## config.mk

```make
export PLATFORM = sky130hd
export DESIGN_NAME = tri_fetch
export DESIGN_NICKNAME = d
export VERILOG_FILES = /design/src/rtl/render_pkg.sv /design/src/rtl/vertex_unpack.sv /design/src/rtl/tri_fetch.sv
export SDC_FILE = /design/constraint.sdc
export NUM_CORES = 1
export LEC_CHECK = 0
export ABC_AREA = 1
export BUFFER_PORTS_ARGS = -buffer_cell sky130_fd_sc_hd__clkbuf_2
export CORE_ASPECT_RATIO = 1.1
export CORE_MARGIN = 2
export CORE_UTILIZATION = 30
export DETAILED_ROUTE_END_ITERATION = 10
export PLACE_DENSITY_LB_ADDON = 0.2
export SETUP_SLACK_MARGIN = 0.3
export SLEW_MARGIN = 10
export SYNTH_ARGS = -nofsm -noshare
export SYNTH_HDL_FRONTEND = slang
export SYNTH_SLANG_ARGS = --single-unit
```

## constraint.sdc

```tcl
create_clock -name clk_in -period 1.6 [get_ports clk_in]
set_input_delay 0.08 -clock clk_in [delete_from_list [all_inputs] [get_ports clk_in]]
set_output_delay 0.08 -clock clk_in [all_outputs]
set_load 0.005 [all_outputs]
```

## src/rtl/render_pkg.sv

```systemverilog
// Shared types and constants for the triangle model readers.
package render_pkg;

    localparam int unsigned VERT_W      = 6;
    localparam int unsigned COORD_N     = 3;
    localparam int unsigned ROM_WORD_W  = 54;
    localparam int unsigned VERTEX_BITS = VERT_W * COORD_N;

    // One vertex: element 0 = x, 1 = y, 2 = z, each a 6-bit signed coordinate.
    typedef logic signed [COORD_N-1:0][VERT_W-1:0] vertex_t;

    typedef enum logic [2:0] {
        StIdle,
        StIssue,
        StWait,
        StPresent,
        StDone
    } fetch_state_t;

endpackage

```

## src/rtl/vertex_unpack.sv

```systemverilog
// Pure bit-slice of a model ROM word into three vertices; no arithmetic.
module vertex_unpack
    import render_pkg::*;
(
    input  logic [ROM_WORD_W-1:0] word_i,
    output vertex_t               v1_o,
    output vertex_t               v2_o,
    output vertex_t               v3_o
);

    // Word holds v1 in the top third; within a vertex x sits in the top field.
    always_comb begin
        v1_o = '0;
        v2_o = '0;
        v3_o = '0;
        for (int c = 0; c < COORD_N; c++) begin
            v1_o[c] = word_i[2*VERTEX_BITS + (COORD_N-1-c)*VERT_W +: VERT_W];
            v2_o[c] = word_i[1*VERTEX_BITS + (COORD_N-1-c)*VERT_W +: VERT_W];
            v3_o[c] = word_i[0*VERTEX_BITS + (COORD_N-1-c)*VERT_W +: VERT_W];
        end
    end

endmodule

```

## src/rtl/tri_fetch.sv

```systemverilog
// Walks the triangle model ROM once per start pulse and presents each
// triangle's vertices on a valid/ready interface.
module tri_fetch
    import render_pkg::*;
#(
    parameter int unsigned NUM_TRIS = 12,
    parameter int unsigned IDX_W    = (NUM_TRIS > 1) ? $clog2(NUM_TRIS) : 1,
    parameter int unsigned ROM_LAT  = 2
) (
    input  logic                  clk_in,
    input  logic                  rst_n_in,
    input  logic                  start_in,
    output logic [IDX_W-1:0]      rom_addr_out,
    input  logic [ROM_WORD_W-1:0] rom_data_in,
    output vertex_t               v1_out,
    output vertex_t               v2_out,
    output vertex_t               v3_out,
    output logic [IDX_W-1:0]      tri_idx_out,
    output logic                  tri_valid_out,
    input  logic                  tri_ready_in,
    output logic                  tri_last_out,
    output logic                  busy_out,
    output logic                  done_out
);

    localparam logic [IDX_W-1:0] LAST_IDX = IDX_W'(NUM_TRIS - 1);
    localparam logic [1:0]       LAT_INIT = 2'(ROM_LAT - 1);

    fetch_state_t     state_q, state_d;
    logic [IDX_W-1:0] idx_q;
    logic [1:0]       cnt_q;
    vertex_t          v1_q, v2_q, v3_q;
    vertex_t          u1, u2, u3;
    logic             is_last;

    assign is_last = (idx_q == LAST_IDX);

    vertex_unpack u_unpack (
        .word_i (rom_data_in),
        .v1_o   (u1),
        .v2_o   (u2),
        .v3_o   (u3)
    );

    // State register.
    always_ff @(posedge clk_in) begin
        if (!rst_n_in) begin
            state_q <= StIdle;
        end else begin
            state_q <= state_d;
        end
    end

    // Next-state logic; start is only honoured from idle.
    always_comb begin
        state_d = state_q;
        unique case (state_q)
            StIdle:    if (start_in) state_d = StIssue;
            StIssue:   state_d = StWait;
            StWait:    if (cnt_q == 2'd0) state_d = StPresent;
            StPresent: if (tri_ready_in) state_d = is_last ? StDone : StIssue;
            StDone:    state_d = StIdle;
            default:   state_d = StIdle;
        endcase
    end

    // Index, latency counter and captured vertices.
    always_ff @(posedge clk_in) begin
        if (!rst_n_in) begin
            idx_q <= '0;
            cnt_q <= '0;
            v1_q  <= '0;
            v2_q  <= '0;
            v3_q  <= '0;
        end else begin
            unique case (state_q)
                StIdle: begin
                    if (start_in) idx_q <= '0;
                end
                StIssue: begin
                    cnt_q <= LAT_INIT;
                end
                StWait: begin
                    // Counter at zero means ROM data for idx_q is on rom_data_in now.
                    if (cnt_q == 2'd0) begin
                        v1_q <= u1;
                        v2_q <= u2;
                        v3_q <= u3;
                    end else begin
                        cnt_q <= cnt_q - 2'd1;
                    end
                end
                StPresent: begin
                    if (tri_ready_in && !is_last) idx_q <= idx_q + IDX_W'(1);
                end
                default: ;
            endcase
        end
    end

    // Outputs decoded from state; address and vertices come straight from registers.
    always_comb begin
        tri_valid_out = 1'b0;
        tri_last_out  = 1'b0;
        busy_out      = 1'b0;
        done_out      = 1'b0;
        unique case (state_q)
            StIdle:    ;
            StIssue:   busy_out = 1'b1;
            StWait:    busy_out = 1'b1;
            StPresent: begin
                busy_out      = 1'b1;
                tri_valid_out = 1'b1;
                tri_last_out  = is_last;
            end
            StDone: begin
                busy_out = 1'b1;
                done_out = 1'b1;
            end
            default: ;
        endcase
    end

    assign rom_addr_out = idx_q;
    assign tri_idx_out  = idx_q;
    assign v1_out       = v1_q;
    assign v2_out       = v2_q;
    assign v3_out       = v3_q;

endmodule
```

==> impl_metrics.yaml, run 1 <==
worst_setup_path:
  cp_slowest_cell: "dfxtp_2"
  start_kind: "register"
  worstSetupEndpointType: "primary output"
  critPathMaxFanout: 2
  path_common_cell: "buf_6"
  path_cells: "ha_4, nand2_4, nor2_4, nand2_2, buf_6, inv_2, buf_6"
  critPathArrivalTime_ns: 1.31
  cp.required_ns: 1.52
  critPathKind: "reg2out"
  reg2reg_depth: 8
  cp_slowest_stage_delay_ns: 0.35
placement:
  dpl.cell_count: 549
  gp_congestion: 0.7506
  port_buffers: 123
  placed_area_um2: 3228
  place_hpwl_mm: 4.577
cells_and_area:
  final_cells: 643
  n_fill_cell: 650
  n_antenna_cell: 0
  area_growth_pct: 112.0
  layout.nets: 587
  finalInstanceArea_um2: 5341
  drive_gt1_frac: 0.6165
clock_tree:
  clk_path_buf_depth: 2
  clock-sinks: 63
  clk_transition_reported_paths_ns: 0.07
  cts_root_buf: "clkbuf_8"
  cts_tree: "built"
  htree_levels: 3
  insertion_delay_ns: 0.34
  cts_buffers: 9
route:
  vias_per_cell: 4.802
  drt_iter0_markers: 63
  firstDrtPassIters: 4
  wire_per_inst_um: 15.62
  num_vias: 3088
  ant_nets: 0
  drc: 0
  drt_wl_total_mm: 10.05
power_and_ir_drop:
  sw_frac_of_total: 0.3903
  intPower_w: 0.004605
  seqPwrFrac: 0.286
  combinationalPowerShare: 0.504
  switching_power_w: 0.002948
  p_per_area_nw_per_um2: 1414
  power_leakage_nw: 2.203
  clkPwrFrac: 0.210
  ir_drop_mv: 0.7108
floorplan:
  start_util: 0.3045
  die_w_um: 91.39
  core-area_um2: 8277
  dieHeight_um: 100.1
  num_rows: 35
  io_pins: 124
  die_area_um2: 9149
sta:
  fin_worst_skew_ns: 0.009561
  rsz0062_at_grt: "true"
  slew_violations: 0
  finalSetupViolCount: 0
  worstMarginPinSlew_ns: 0.5570
  fmax_mhz: 722.0
  slew_headroom: 0.6286
  hold_violations: 0
  fin_crit_sh: 0.8656
  tns_ns: 0
  period_needed_ns: 1.385
yosys:
  ys_ff_latch: 63
  yosysSeqAreaShare: 0.5005
  avgSynthCellArea_um2: 7.659
  yosysWarnings: 0
  synthesis.area_um2: 2520
  syn_inst: 329
  syn_nets: 389
  ys_types: 21
global_route:
  grt_use_total: 0.1697
  grt_max_degree: 46
  grt_pass1_vias: 2760
  overflow: 0
  grt_first_pass_wirelength_mm: 12.62
  antenna_found_initial: 0
hold_path:
  hp-class: "in2reg"
  holdPathStages: 3
outcome:
  outcome: "completed"
job:
  max-cap-violations: 0
-- routing by layer --
layer / GRT usage / part of all wire
met1: 0.2010 / 0.39
met2: 0.2981 / 0.54
met3: 0.03979 / 0.047
met4: 0.06410 / 0.024
met5: 0 / 0
-- path summary, 6_finish.rpt --
check                                     start            to  slack, ns
worst max-delay path            rom_addr_out[0]  tri_last_out       0.21
worst min-delay path            rom_data_in[35]     v2_out[5]       0.03
worst max register to register       state_q[2]    v1_out[16]       0.23
worst min register to register       v3_out[12]    v3_out[12]       0.47
-- cell families after synthesis --
kind of cell,Yosys count,synth area share
compound gates,61,0.1216
simple gates,162,0.2790
fa+ha+maj,2,0.009929
buf+inv,40,0.08540
xor+xnor,1,0.003476
flops,63,0.5005
-- layout make-up --
type | count | area, um^2 | area share
multi-input cells | 226 | 1892 | 0.3542
repair buffers | 214 | 1750 | 0.3277
flip-flops and latches | 63 | 1275 | 0.2387
clock buffers | 11 | 151.4 | 0.02834
well taps | 111 | 138.9 | 0.02600
clock inverters | 5 | 80.08 | 0.01499
inverters | 13 | 53.80 | 0.01007
-- power by group through the flow --
| stage | clock network (W) | logic [W] | registers (W) |
|---|---|---|---|
| floorplan | 0 | 0.00124 | 0.00207 |
| global placement | 0 | 0.00191 | 0.00205 |
| detailed placement | 0 | 0.00192 | 0.00206 |
| CTS | 0.00163 | 0.00242 | 0.00204 |
| global route | 0.00171 | 0.00407 | 0.00220 |
| finish | 0.00159 | 0.00381 | 0.00216 |
-- layout by cell type (no fill, tap or decap), types with 3 or more instances in the layout --
master         Yosys  final
a21oi_1           55      5
a21oi_2            0     50
buf_12             0      7
buf_16             0      3
buf_4              5     12
buf_6              5      9
clkbuf_16          0      7
clkbuf_2           0    121
clkbuf_8           0     11
dfxtp_1           63     58
dfxtp_4            0      3
dlygate4sd3_1      0     52
inv_1             11      9
nand2_1           78     23
nand2_2            1      5
nand2_4            0     49
nand3_1           59     33
nand3_2            0     18
nand3_4            0      8
nor2_1            17     13
nor2_4             1      5
o21ai_1            2      3
-- through the flow --
stage | worst slack (ns) | hold WS [ns] | total power [W] | utilization
2_1_floorplan | 0.3109 | 0.2004 | 0.003308 | -
3_3_place_gp | 0.2473 | 0.3334 | 0.003962 | 0.3900
3_5_place_dp | 0.2326 | 0.3404 | 0.003982 | 0.3900
4_1_cts | 0.1726 | 0.001342 | 0.006097 | 0.5179
5_1_grt | 0.1410 | 0.02032 | 0.007969 | 0.6454
6_report | 0.2150 | 0.03010 | 0.007554 | 0.6454
-- synth_stat cells, drive strengths merged --
cell type | count | share of area
nand2 | 79 | 0.12
a31oi | 1 | 0.0025
clkbuf | 10 | 0.015
xnor2 | 1 | 0.0035
nand4 | 1 | 0.0025
nand3 | 59 | 0.12
dfxtp | 63 | 0.50
inv | 13 | 0.019
buf | 17 | 0.051
ha | 2 | 0.0099
o21ai | 5 | 0.0099
a21oi | 55 | 0.11
nor3 | 3 | 0.0060
nor2 | 20 | 0.035
-- flip-flops by register name, summed over array words and instances (netlist names) --
signal and flops:
v1_out 18, v2_out 18, v3_out 18, rom_addr_out 4, state_q 3, cnt_q 2
-- critical path: cells and delay by family, from the launching register on --
kind | cells | cell delay [ns]
adders and majority gates | 1 | 0.15
buffers and inverters | 3 | 0.24
DFF | 1 | 0.35
and+or+nand+nor | 3 | 0.23
-- what timing repair did --
action / 4_1_cts / 5_1_grt
setup buffers: 11 / 4
setup endpoints to repair: 58 / 64
cloned: 2 / 9
hold buffers: 52 / 0
gates resized for setup: 40 / 204
hold endpoints to repair: 52 / 0
pin swaps: 11 / 32
(Power assumes the default switching activity.)
==> run 2, diff against run 1 <==
CELL_PAD_IN_SITES_DETAIL_PLACEMENT = 1   (was not set)
CELL_PAD_IN_SITES_GLOBAL_PLACEMENT = 1   (was not set)
CORE_ASPECT_RATIO = not set   (was 1.1)
==> run 2 against run 1 <==
Compared with the run above: clock power is 25% lower; total power fell by 26%; sequential share of layout area up 8.0 points; first-iteration DRC count up 1.6%; combinational power is 39% lower; global-route usage grew 1.8 points; critical path depth is 3 lower; via count down 8.8%; cell count down 5.1%; setup slack better by 0.058 ns; wire length down 13%; non-clock buffer count shrank 26; largest cell class is now flip-flops and latches; highest routed layer unchanged.
==> impl_metrics.yaml, run 2 (synthesized netlist as in run 1, its figures left out) <==
outcome:
  outcome: "completed"
global_route:
  grt_max_degree: 58
  grt_use_total: 0.1878
  grt_pass1_vias: 2772
  grt_first_pass_wirelength_mm: 13.20
  overflow: 0
  antenna_found_initial: 0
floorplan:
  dieHeight_um: 95.65
  start_util: 0.3082
  die_w_um: 95.65
  num_rows: 33
  io_pins: 124
  die_area_um2: 9149
  core-area_um2: 8175
hold_path:
  hp-class: "in2reg"
  holdPathStages: 3
worst_setup_path:
  critPathKind: "reg2out"
  cp.depth: 4
  cp_slowest_stage_delay_ns: 0.37
  cp.required_ns: 1.52
  worstSetupEndpointType: "primary output"
  critPathArrivalTime_ns: 1.25
  path_cells: "inv_1, nand3_1, nand4_1, clkbuf_2"
  reg2reg_depth: 10
  cp_slowest_cell: "dfxtp_4"
  path_buf_inv: 2
  start_kind: "register"
  critPathTopFamily: "flip-flops"
  critPathMaxFanout: 5
clock_tree:
  cts_tree: "built"
  cts_buffers: 9
  insertion_delay_ns: 0.33
  clk_path_buf_depth: 2
  clock-sinks: 63
  htree_levels: 3
  cts_root_buf: "clkbuf_8"
  clk_transition_reported_paths_ns: 0.07
power_and_ir_drop:
  ir_drop_mv: 0.6370
  power_leakage_nw: 1.799
  switching_power_w: 0.002108
  clkPwrFrac: 0.214
  p_per_area_nw_per_um2: 1388
  sw_frac_of_total: 0.3784
  combinationalPowerShare: 0.416
  power_w: 0.005570
  seqPwrFrac: 0.370
  intPower_w: 0.003462
sta:
  holdWs_ns: 0.005438
  fin_crit_sh: 0.8294
  fin_worst_skew_ns: 0.006170
  slew_headroom: 0.8027
  rsz0062_at_grt: "true"
  worstMarginPinSlew_ns: 0.2956
  hold_violations: 0
  fmax_mhz: 753.5
  tns_ns: 0
  finalSetupViolCount: 0
  period_needed_ns: 1.327
  slew_violations: 0
job:
  max-cap-violations: 0
cells_and_area:
  final_cell_mix: "clkbuf_2, nand2_1, nand3_1, dfxtp_1, a21oi_1"
  n_antenna_cell: 0
  multi_input_area_um2: 1126
  layout_commonest_cell: "clkbuf_2"
  n_fill_cell: 1042
  layout.nets: 561
  drive_gt1_frac: 0.3723
  area_growth_pct: 59.24
  finalInstanceArea_um2: 4013
  seqCellArea_um2: 1277
route:
  drt_wl_total_mm: 8.763
  vias_per_cell: 4.618
  ant_nets: 0
  num_vias: 2817
  drt_iter0_markers: 64
  drc: 0
  firstDrtPassIters: 4
  wire_per_inst_um: 14.37
placement:
  gp_congestion: 0.7946
  placed_area_um2: 3206
  port_buffers: 123
  place_hpwl_mm: 5.355
run 2: changes by cell type in the layout (fill, tap and decap cells not counted), sizes merged:
cell | previous run | this run
clkbuf | 139 | 134
inv | 12 | 13
clkinv | 2 | 3
bufinv | 2 | 0
clkinvlp | 2 | 1
buf | 34 | 26
dlygate4sd3 | 52 | 39
run 2: path summary, 6_finish.rpt:
path / from / endpoint / slack, ns
max: state_q[1] / busy_out / 0.27
min: rom_data_in[3] / v3_out[15] / 0.005
max reg2reg: rom_addr_out[0] / rom_addr_out[1] / 0.28
min reg2reg: v3_out[2] / v3_out[2] / 0.46
run 2: power groups by stage:
| stage | sequential (W) | combinational, W | clock (W) |
|---|---|---|---|
| after global routing | 0.00210 | 0.00256 | 0.00133 |
| after CTS | 0.00205 | 0.00217 | 0.00124 |
| after floorplan | 0.00207 | 0.00124 | 0 |
| after global placement | 0.00206 | 0.00189 | 0 |
| after detailed placement | 0.00207 | 0.00190 | 0 |
| final | 0.00206 | 0.00232 | 0.00119 |
run 2: final cells by class:
cell class                 instances  share of cell area
clock inverter                     4            0.005613
sequential                        63              0.3184
clock buffer                      11             0.03524
inverter                          13             0.01341
multi-input combinational        226              0.2806
timing repair buffer             188              0.3140
tap                              105             0.03274
run 2: tightest hold or removal path, stage by stage:
cell and delay [ns]:
clkbuf_2 0.08, nand3_1 0.07, a21oi_1 0.06
run 2: per-stage QoR:
stage,setup WS [ns],util,std cells
5_1_grt,0.2004,0.4908,610
4_1_cts,0.2248,0.4778,605
6_report,0.2729,0.4908,610
3_3_place_gp,0.2473,0.3921,541
3_5_place_dp,0.1885,0.3921,541
2_1_floorplan,0.3109,-,329
run 2: layer usage:
metal  wire [um]  vias up  track usage  share of wire
met5           0        -            0              0
met4         160        0      0.06905          0.018
met3         433       14      0.05059          0.049
met2        4472       73       0.3293           0.51
met1        3697     1301       0.2178           0.42
li1            -     1429            -              -
run 2: what timing repair did:
item / CTS / global route
pin swaps: 4 / 5
hold buffers: 38 / 1
cloned: 0 / 0
gates resized for setup: 24 / 15
hold endpoints to repair: 38 / 1
endpoints found under the setup margin: 64 / 65
setup buffers: 11 / 4
==> run 3, diff against run 2 <==
clock period = 1.4 ns   (was 1.6 ns; I/O delays follow)
==> run 3 against run 2 <==
Compared with the run above: critical path depth increased by 4; die area unchanged; count of clock-buffer cells in the layout increased by 4; cell count increased by 3.3%; worst hold slack got worse by 0.0053 ns; setup slack got worse by 0.25 ns; register-to-register slack got worse by 0.26 ns; critical endpoint is now v1_out[15]; largest cell class is now non-clock buffers.
==> impl_metrics.yaml, run 3 (synthesized netlist as in run 1, its figures left out) <==
worst_setup_path:
  start_kind: "register"
  critPathArrivalTime_ns: 1.60
  critPathKind: "reg2reg"
  cp.required_ns: 1.62
  worstSetupEndpointType: "register"
  critPathMaxFanout: 8
sta:
  tns_ns: 0
  slew_violations: 0
  finalSetupViolCount: 0
  hold_violations: 0
  fmax_mhz: 726.1
  period_needed_ns: 1.377
  fin_crit_sh: 0.9837
  slew_headroom: 0.8332
  fin_worst_skew_ns: 0.005202
  rsz0062_at_grt: "true"
  worstMarginPinSlew_ns: 0.2502
global_route:
  grt_pass1_vias: 2893
  grt_max_degree: 42
  antenna_found_initial: 0
  overflow: 0
  grt_use_total: 0.2000
  grt_first_pass_wirelength_mm: 13.96
cells_and_area:
  layout_commonest_cell: "clkbuf_2"
  drive_gt1_frac: 0.4838
  final_cells: 630
  final_util: 0.5698
  n_antenna_cell: 0
  layout.nets: 580
  final_cell_mix: "clkbuf_2, nand3_1, dfxtp_1"
  area_growth_pct: 84.86
placement:
  gp_congestion: 0.7478
  place_hpwl_mm: 5.302
  dpl.cell_count: 540
  port_buffers: 123
clock_tree:
  cts_tree: "built"
  insertion_delay_ns: 0.34
  cts_root_buf: "clkbuf_8"
  clk_transition_reported_paths_ns: 0.07
  clk_path_buf_depth: 2
  htree_levels: 3
  clock-sinks: 63
  cts_buffers: 9
power_and_ir_drop:
  clkPwrFrac: 0.226
  combinationalPowerShare: 0.455
  sw_frac_of_total: 0.3775
  power_leakage_nw: 2.057
  intPower_w: 0.004724
  power_w: 0.007589
  ir_drop_mv: 0.8484
  seqPwrFrac: 0.319
  p_per_area_nw_per_um2: 1629
  switching_power_w: 0.002865
job:
  max-cap-violations: 0
route:
  vias_per_cell: 4.749
  wire_per_inst_um: 16.48
  num_vias: 2992
  drt_iter0_markers: 69
  drt_wl_total_mm: 10.38
  ant_nets: 0
  drc: 0
  firstDrtPassIters: 4
floorplan:
  io_pins: 124
  start_util: 0.3082
  dieHeight_um: 95.65
  die_w_um: 95.65
  num_rows: 33
  core-area_um2: 8175
  die_area_um2: 9149
outcome:
  outcome: "completed"
hold_path:
  hp-class: "in2reg"
[run 3: cell types whose count changed in the layout (fill, tap and decap cells not counted), sizes merged]
cell,previous run,this run
clkinvlp,1,0
dlygate4sd3,39,50
clkbuf,134,140
buf,26,32
clkinv,3,2
inv,13,12
[run 3: final cells by class]
| cell class | count | area [um^2] |
|---|---|---|
| Clock buffer | 15 | 217.7 |
| Tap cell | 105 | 131.4 |
| Fill cell | 1016 | 3517 |
| Sequential cell | 63 | 1281 |
| Multi-Input combinational cell | 226 | 1403 |
| Inverter | 13 | 51.30 |
| Timing Repair Buffer | 207 | 1569 |
| Clock inverter | 1 | 5.005 |
[run 3: worst max-delay path, stage by stage, from the launching register on]
cell	delay (ns)
dfxtp_4	0.37
inv_4	0.07
nand2_4	0.05
nor2_4	0.16
buf_12	0.16
nand2_8	0.12
clkbuf_16	0.20
nand2_2	0.06
a21oi_1	0.07
[run 3: repair_timing]
item / CTS / global route
pin swaps: 12 / 4
gates cloned: 3 / 4
setup buffers: 14 / 3
resized for setup: 50 / 52
hold buffers: 50 / 0
endpoints found under the setup margin: 67 / 68
endpoints found under the hold margin: 50 / 0
[run 3: through the flow]
stage	hold WS (ns)	worst slack, ns	area (um^2)
floorplan	0.1807	0.2184	2608
global placement	0.3210	0.1002	3269
detailed placement	0.3282	0.02259	3269
CTS	0.001798	0.09846	4369
global route	0.004505	-0.04383	4658
finish	0.0001054	0.02280	4658
[run 3: path summary, 6_finish.rpt]
path,startpoint,end,slack (ns),cells past startpoint
hold / removal,rom_data_in[24],v2_out[6],0.0001,3
hold reg to reg,v3_out[15],v3_out[15],0.47,2
setup / recovery,state_q[2],v1_out[15],0.02,8
setup reg to reg,state_q[2],v1_out[15],0.02,8
[run 3: routing by layer]
metal | global-route usage | up-vias | routed length [um]
met5 | 0 | - | 0
met1 | 0.2349 | 1427 | 4105
met3 | 0.04032 | 7 | 482
met2 | 0.3631 | 76 | 5683
li1 | - | 1482 | -
met4 | 0.06190 | 0 | 111
[run 3: power by group through the flow]
stage | logic [W] | registers, W | clock network [W]
2_1_floorplan | 0.00158 | 0.00241 | 0
3_3_place_gp | 0.00223 | 0.00240 | 0
3_5_place_dp | 0.00226 | 0.00241 | 0
4_1_cts | 0.00298 | 0.00238 | 0.00174
5_1_grt | 0.00373 | 0.00246 | 0.00185
6_report | 0.00345 | 0.00242 | 0.00172
